===== src/rtl/rr_dispatcher_pkg.sv =====
// Shared defaults and types for the round-robin dispatcher.
package rr_dispatcher_pkg;

    localparam int DEFAULT_NUM_PORTS = 4;
    localparam int DEFAULT_DATA_W    = 8;
    localparam int PORT_IDX_W        = $clog2(DEFAULT_NUM_PORTS);

    typedef logic [PORT_IDX_W-1:0] port_idx_t;

endpackage


===== src/rtl/rr_dispatcher_prio_pick.sv =====
// LSB-first fixed-priority picker: one-hot grant of the lowest set request bit.
module prio_pick #(
    parameter int NUM_PORTS = 4
) (
    input  logic [NUM_PORTS-1:0] i_req,
    output logic [NUM_PORTS-1:0] o_grant
);

    logic w_found;

    always_comb begin
        o_grant = '0;
        w_found = 1'b0;
        for (int i = 0; i < NUM_PORTS; i++) begin
            if (i_req[i] && !w_found) begin
                o_grant[i] = 1'b1;
                w_found    = 1'b1;
            end
        end
    end

endmodule


===== src/rtl/rr_dispatcher.sv =====
// Round-robin dispatcher: spreads an upstream stream over NUM_PORTS
// single-entry output slots, starting the search just after the last loaded port.
module rr_dispatcher
    import rr_dispatcher_pkg::*;
#(
    parameter int NUM_PORTS = DEFAULT_NUM_PORTS,
    parameter int DATA_W    = DEFAULT_DATA_W
) (
    input  logic                          clk,
    input  logic                          reset,
    input  logic                          in_valid_i,
    input  logic [DATA_W-1:0]             in_data_i,
    output logic                          in_ready_o,
    output logic [NUM_PORTS-1:0]          out_valid_o,
    output logic [NUM_PORTS*DATA_W-1:0]   out_data_o,
    input  logic [NUM_PORTS-1:0]          out_ready_i,
    output logic [$clog2(NUM_PORTS)-1:0]  last_port_o
);

    localparam int IDX_W = $clog2(NUM_PORTS);

    logic [NUM_PORTS-1:0]             r_valid;
    logic [NUM_PORTS-1:0][DATA_W-1:0] r_data;
    logic [IDX_W-1:0]                 r_last;

    logic [NUM_PORTS-1:0] w_avail;
    logic [NUM_PORTS-1:0] w_mask;
    logic [NUM_PORTS-1:0] w_masked_req;
    logic [NUM_PORTS-1:0] w_masked_grant;
    logic [NUM_PORTS-1:0] w_unmasked_grant;
    logic [NUM_PORTS-1:0] w_grant;
    logic [IDX_W-1:0]     w_target;
    logic                 w_accept;

    // A full slot whose consumer is ready can be drained and refilled on one edge.
    assign w_avail      = ~r_valid | out_ready_i;
    assign in_ready_o   = (|w_avail) & ~reset;
    assign w_accept     = in_valid_i & in_ready_o;
    assign w_masked_req = w_avail & w_mask;

    always_comb begin
        w_mask = '0;
        for (int i = 0; i < NUM_PORTS; i++) begin
            w_mask[i] = (IDX_W'(i) > r_last);
        end
    end

    prio_pick #(.NUM_PORTS(NUM_PORTS)) u_pick_masked (
        .i_req   (w_masked_req),
        .o_grant (w_masked_grant)
    );

    prio_pick #(.NUM_PORTS(NUM_PORTS)) u_pick_unmasked (
        .i_req   (w_avail),
        .o_grant (w_unmasked_grant)
    );

    // Nothing free above the last port means the search wraps to port 0.
    assign w_grant = (|w_masked_req) ? w_masked_grant : w_unmasked_grant;

    always_comb begin
        w_target = '0;
        for (int i = 0; i < NUM_PORTS; i++) begin
            if (w_grant[i]) begin
                w_target = w_target | IDX_W'(i);
            end
        end
    end

    always_ff @(posedge clk) begin
        if (reset) begin
            r_valid <= '0;
            r_data  <= '0;
            r_last  <= IDX_W'(NUM_PORTS - 1);
        end else begin
            for (int i = 0; i < NUM_PORTS; i++) begin
                if (w_accept && w_grant[i]) begin
                    r_valid[i] <= 1'b1;
                    r_data[i]  <= in_data_i;
                end else if (out_ready_i[i]) begin
                    r_valid[i] <= 1'b0;
                end
            end
            if (w_accept) begin
                r_last <= w_target;
            end
        end
    end

    assign out_valid_o = r_valid;
    assign out_data_o  = r_data;
    assign last_port_o = r_last;

endmodule

===== config.mk =====
export PLATFORM = sky130hd
export DESIGN_NAME = rr_dispatcher
export DESIGN_NICKNAME = d
export VERILOG_FILES = /design/src/rtl/rr_dispatcher_pkg.sv /design/src/rtl/rr_dispatcher_prio_pick.sv /design/src/rtl/rr_dispatcher.sv
export SDC_FILE = /design/constraint.sdc
export NUM_CORES = 1
export LEC_CHECK = 0
export CORE_ASPECT_RATIO = 1.2
export CORE_MARGIN = 2
export CORE_UTILIZATION = 45
export DETAILED_ROUTE_END_ITERATION = 10
export MAX_ROUTING_LAYER = met4
export PLACE_DENSITY = 0.78
export SLEW_MARGIN = 40
export SYNTH_ARGS = -nofsm -noshare
export SYNTH_HDL_FRONTEND = slang
export SYNTH_SLANG_ARGS = --single-unit

===== constraint.sdc =====
create_clock -name clk -period 3.19 [get_ports clk]
set_clock_uncertainty 0.1 [all_clocks]
set_input_delay 0.4785 -clock clk [delete_from_list [all_inputs] [get_ports clk]]
set_output_delay 0.4785 -clock clk [all_outputs]
set_load 0.1 [all_outputs]

* Yosys cells after proc, flatten, opt, wreduce, memory -nomap -nowiden
Cells that the tools add are included.
** Operators by class
- Add/sub/neg operators :: 0
- $mul :: 0
- Div/mod/pow operators :: 0
- $lt $le $gt $ge :: 4
- Equal/unequal tests :: 0
- Shifts and indexed selects :: 0
- Multiplexer cells :: 24
- Bitwise logic cells :: 6
- Reductions and logical operators :: 22
** Operator list (number)
- 1-bit 2-to-1 mux :: 21
- 1-bit logical AND :: 10
- 2-bit nonzero test :: 4
- 4-bit OR reduction :: 2
- 1-bit zero test :: 6
- 4-bit bitwise AND :: 1
- 1-bit by 2-bit > comparator with 1-bit output (first input constant) :: 2
- 2-bit > comparator (first input constant) :: 2
- 2-bit 2-to-1 mux :: 2
- 4-bit 2-to-1 mux :: 1
- 4-bit inverter :: 1
- 4-bit OR :: 1
- 1-bit bitwise AND :: 2
- 1-bit inverter :: 1
** Storage, ports and cells
- Register bits after elaboration :: 38
- Bits in latches :: 0
- Memory bits (writable) :: 0
- Bits in read-only memories :: 0
- Bits of input ports :: 15
- Output and inout port bits :: 39
- Word-level logic and storage cells :: 65
- Memories :: 0

* Logic depth before layout (Yosys ltp)
- Depth after elaboration :: 17
- Depth in mapped cells :: 6
- Mapped depth without buffers :: 4

* Modules after synthesis
A second synthesis with hierarchy kept.
** Second synthesis, totals
- Cell total of the unflattened synthesis :: 204
- Area, all modules :: 1749.2 sq um
** By module, submodules not included
- rr_dispatcher :: instances 1, cells an instance 196, area an instance 1676.6 sq um, seq. area each 760.7 sq um
- prio_pick :: instances 2, cells an instance 4, area an instance 36.3 sq um, seq. area each 0.0 sq um

* Worst setup path after synthesis
No wires, ideal clock.
- Path type :: reg2out
- Start point :: reg r_valid[2], in the netlist out_valid_o[2]
- End point :: out in_ready_o
- Arrival time :: 2.612 ns
- Required time :: 2.612 ns
- Slack :: 0.000 ns
- Cell stages (with the launch flop) :: 4
- Buffers on the path :: 0
- Cell sequence :: dfxtp_1 > nand2b_1 > nor2_1 > a21oi_1
** On the way
- Word-level cells in the longest chain between the ends :: 4
** Ends and longest elaborated chain
- start, declared :: line rr_dispatcher.sv:22 : logic [NUM_PORTS-1:0] r_valid;
- start signal, assigned :: line rr_dispatcher.sv:72 : r_valid <= '0;
- start signal, assigned by index :: line rr_dispatcher.sv:78 : r_valid[i] <= 1'b1;
- start signal, assigned by index :: line rr_dispatcher.sv:81 : r_valid[i] <= 1'b0;
- 4-bit inverter :: line rr_dispatcher.sv:36 : assign w_avail = ~r_valid | out_ready_i;
- 4-bit OR :: line rr_dispatcher.sv:36
- 4-bit OR reduction :: line rr_dispatcher.sv:37 : assign in_ready_o = (|w_avail) & ~reset;
- 1-bit bitwise AND :: line rr_dispatcher.sv:37
- end, declared :: line rr_dispatcher.sv:13 : output logic in_ready_o,
Every way passes these cells.

* Final worst setup path
- Start point :: in out_ready_i[2]
- End point :: out in_ready_o
** On the way
- Word-level cells in the longest chain between the ends :: 3
** Ends and longest elaborated chain
- start, declared :: line rr_dispatcher.sv:16 : input logic [NUM_PORTS-1:0] out_ready_i,
- 4-bit OR :: line rr_dispatcher.sv:36
- 4-bit OR reduction :: line rr_dispatcher.sv:37
- 1-bit bitwise AND :: line rr_dispatcher.sv:37
Every way passes these cells.

==> results.py <==
metrics = {
    "layout": {
        "syn_to_final_growth_pct": 37.51,
        "num_antenna_cells": 0,
        "instances_no_fill": 258,
        "final_nets": 236,
        "seqCellArea_um2": 760.7,
        "fin_area_um2": 2156,
        "fin_util": 0.6458,
        "drive_gt1_frac": 0.2489,
        "multiInputGateArea_um2": 719.4,
        "fillers": 282,
    },
    "setup_path": {
        "crit_required_ps": 2610,
        "critical_path_class": "in -> out",
        "end_kind": "output pin",
        "crit_family": "buffers and inverters",
        "cp_max_fo": 6,
        "rrSetupSlack_ps": 1290,
        "cp_num_buf_inv": 2,
        "cpMaxStageDelayCell": "clkdlybuf4s50_1",
        "max_stage_delay_ps": 480,
        "start_kind": "input pin",
        "crit_arrival_ps": 1780,
        "cp_cell_sequence": "clkdlybuf4s50_1 -> nand2b_1 -> nor2_1 -> a21oi_2 -> buf_12",
        "reg2reg_from": "out_valid_o[1]",
        "worst_r2r_endpoint": "out_data_o[20]",
        "cp_num_cells": 5,
        "reg2regPathDepth": 4,
    },
    "global_routing": {
        "grt_usage": 0.2305,
        "grt-ovfl-total": 0,
        "antenna_found_initial": 0,
        "grt_pass1_wl_um": 6658,
        "grt_pass1_vias": 1409,
        "grt_max_degree": 27,
    },
    "power_and_ir_drop": {
        "ir_worst_vdd_mv": 0.4294,
        "power.total_mw": 1.239,
        "pwr_density_cell_nw_per_um2": 574.8,
        "leakagePower_nw": 0.9937,
    },
    "clock_network": {
        "tritoncts": "yes",
        "ctsResizeCount": 0,
        "cts.sinks": 38,
        "hold_buffers": 0,
        "cts_setup_buffers": 0,
        "htreeDepth": 2,
        "clkTransAtPathRegs_ps": 70,
        "cts_root_buffer": "clkbuf_8",
        "cts_inserted_buffers": 5,
        "clock_latency_ps": 290,
        "clockBufferDepth": 2,
    },
    "floorplanning": {
        "io_pins": 54,
        "dieArea_um2": 3974,
        "start_util": 0.4696,
        "coreArea_um2": 3338,
        "die_w_um": 57.88,
        "row_count": 23,
        "die_h_um": 68.66,
    },
    "logic_synthesis": {
        "synth_top_area_frac": 0.4852,
        "ys_types": 33,
        "async_reset_ff_frac": 0,
        "syn-cell-area_um2": 1568,
        "yosysWarningCount": 0,
        "synth_top_area_cell": "dfxtp_1",
        "postSynthCellCount": 165,
        "synth_most_common_cell": "dfxtp_1",
        "synth-main-ff-cell": "dfxtp_1",
        "seq_area_frac_synth": 0.4852,
        "synth_commonest_cells": "dfxtp_1 (38), nand2_1 (21), mux2i_1 (16)",
        "synthesis.nets": 180,
        "ys_seq_elements": 38,
        "synth.area.top_cells": "dfxtp_1 (49%), mux2i_1 (10%), nand2_1 (5.0%)",
        "syn_area_per_cell_um2": 9.502,
        "synth_edf_count": 0,
    },
    "placement": {
        "dpl.cell_count": 251,
        "dp_hpwl_um": 3067,
        "gp_congestion": 0.8954,
        "place_area_um2": 2043,
        "io_buffers": 53,
    },
    "worst_hold_path": {
        "hold_end": "out_data_o[25]",
        "min_delay_path_depth": 2,
        "hold_class": "reg -> reg",
        "min_from": "out_data_o[25]",
    },
    "route": {
        "drtPass1Iterations": 4,
        "routed_wl_um": 4090,
        "via_count": 1427,
        "drt-initial-drc-count": 61,
        "wl_per_cell_um": 15.85,
        "drc_errors": 0,
        "drtAntennaViolNets": 0,
        "via_per_inst": 5.531,
    },
    "sta": {
        "rsz0062_at_grt": "no",
        "slew_violations": 0,
        "clock.fmax_mhz": 424.0,
        "worst_pin_slew_ps": 605.3,
        "setup_tns_ps": 0,
        "min_period_ps": 2359,
        "fin_crit_sh": 0.7393,
        "hold_viol": 0,
        "slew_headroom": 0.5938,
        "setup_viol_count_final": 0,
    },
    "run": {
        "cap_violations": 0,
    },
    "run_status": {
        "status": "finished, final reports clean",
    },
}
-- worst min-delay path: stages (launching register included) --
cell and delay [ps]:
dfxtp_1 310, nand2_1 50, mux2i_1 60
-- state kept, by name (all words and copies together), names as in the netlist --
signal and flops:
last_port_o 2, out_data_o 32, out_valid_o 4
-- layout make-up --
type	count	share of cell area
clock buffers	6	0.03831
clock inverters	1	0.01393
inverters	11	0.01915
multi-input cells	108	0.3337
flip-flops and latches	38	0.3529
well taps	37	0.02147
repair buffers	57	0.2205
-- cells in the final DEF, fill, tap and decap left out, drive strengths merged --
master	instances
buf	43
dfxtp	38
nand2	21
mux2i	16
clkdlybuf4s50	14
a21oi	13
inv	10
o21ai	9
nand3	8
nor3	8
a31o	8
clkbuf	6
nand2b	5
nor2b	3
o211ai	2
nand4	2
or2	2
nand4bb	1
nor2	1
clkinv	1
a2111oi	1
and2	1
o211a	1
nand3b	1
o311ai	1
o311a	1
a221o	1
o221ai	1
o31ai	1
bufinv	1
-- metal layers --
metal,share of wire,track usage,vias to the layer above
met4,0.018,0.1047,0
met5,0,-,-
met2,0.52,0.3878,40
li1,-,-,697
met1,0.41,0.2572,682
met3,0.045,0.06157,8
-- metrics by stage --
step	setup slack (ps)	hold slack (ps)
floorplan	608.2	447.6
global placement	741.2	350.5
detailed placement	714.0	358.2
CTS	839.2	370.9
global route	754.6	394.0
finish	831.5	367.3
-- worst max-delay path by stage --
stage / startpoint / to / slack (ps)
finish: out_ready_i[2] / in_ready_o / 830
global route: out_ready_i[2] / in_ready_o / 750
CTS: out_ready_i[2] / in_ready_o / 840
detailed placement: out_ready_i[0] / out_data_o[19] / 710
global placement: out_ready_i[1] / out_data_o[20] / 740
floorplan: out_valid_o[2] / in_ready_o / 610
-- cells by family (layout without fill, tap and decap cells) --
group	count (synthesis)	count (layout)	share of synthesized area
flip-flops	38	38	0.4852
AO/OA/AOI/OAI	39	39	0.1820
AND/OR/NAND/NOR	53	53	0.1724
multiplexers	16	16	0.1022
buffers and inverters	19	75	0.05826
-- power breakdown --
| part | internal, mW | switching [mW] |
|---|---|---|
| sequential | 0.497 | 0.0163 |
| combinational | 0.0758 | 0.236 |
| clock | 0.250 | 0.163 |
(Power assumes the default switching activity.)
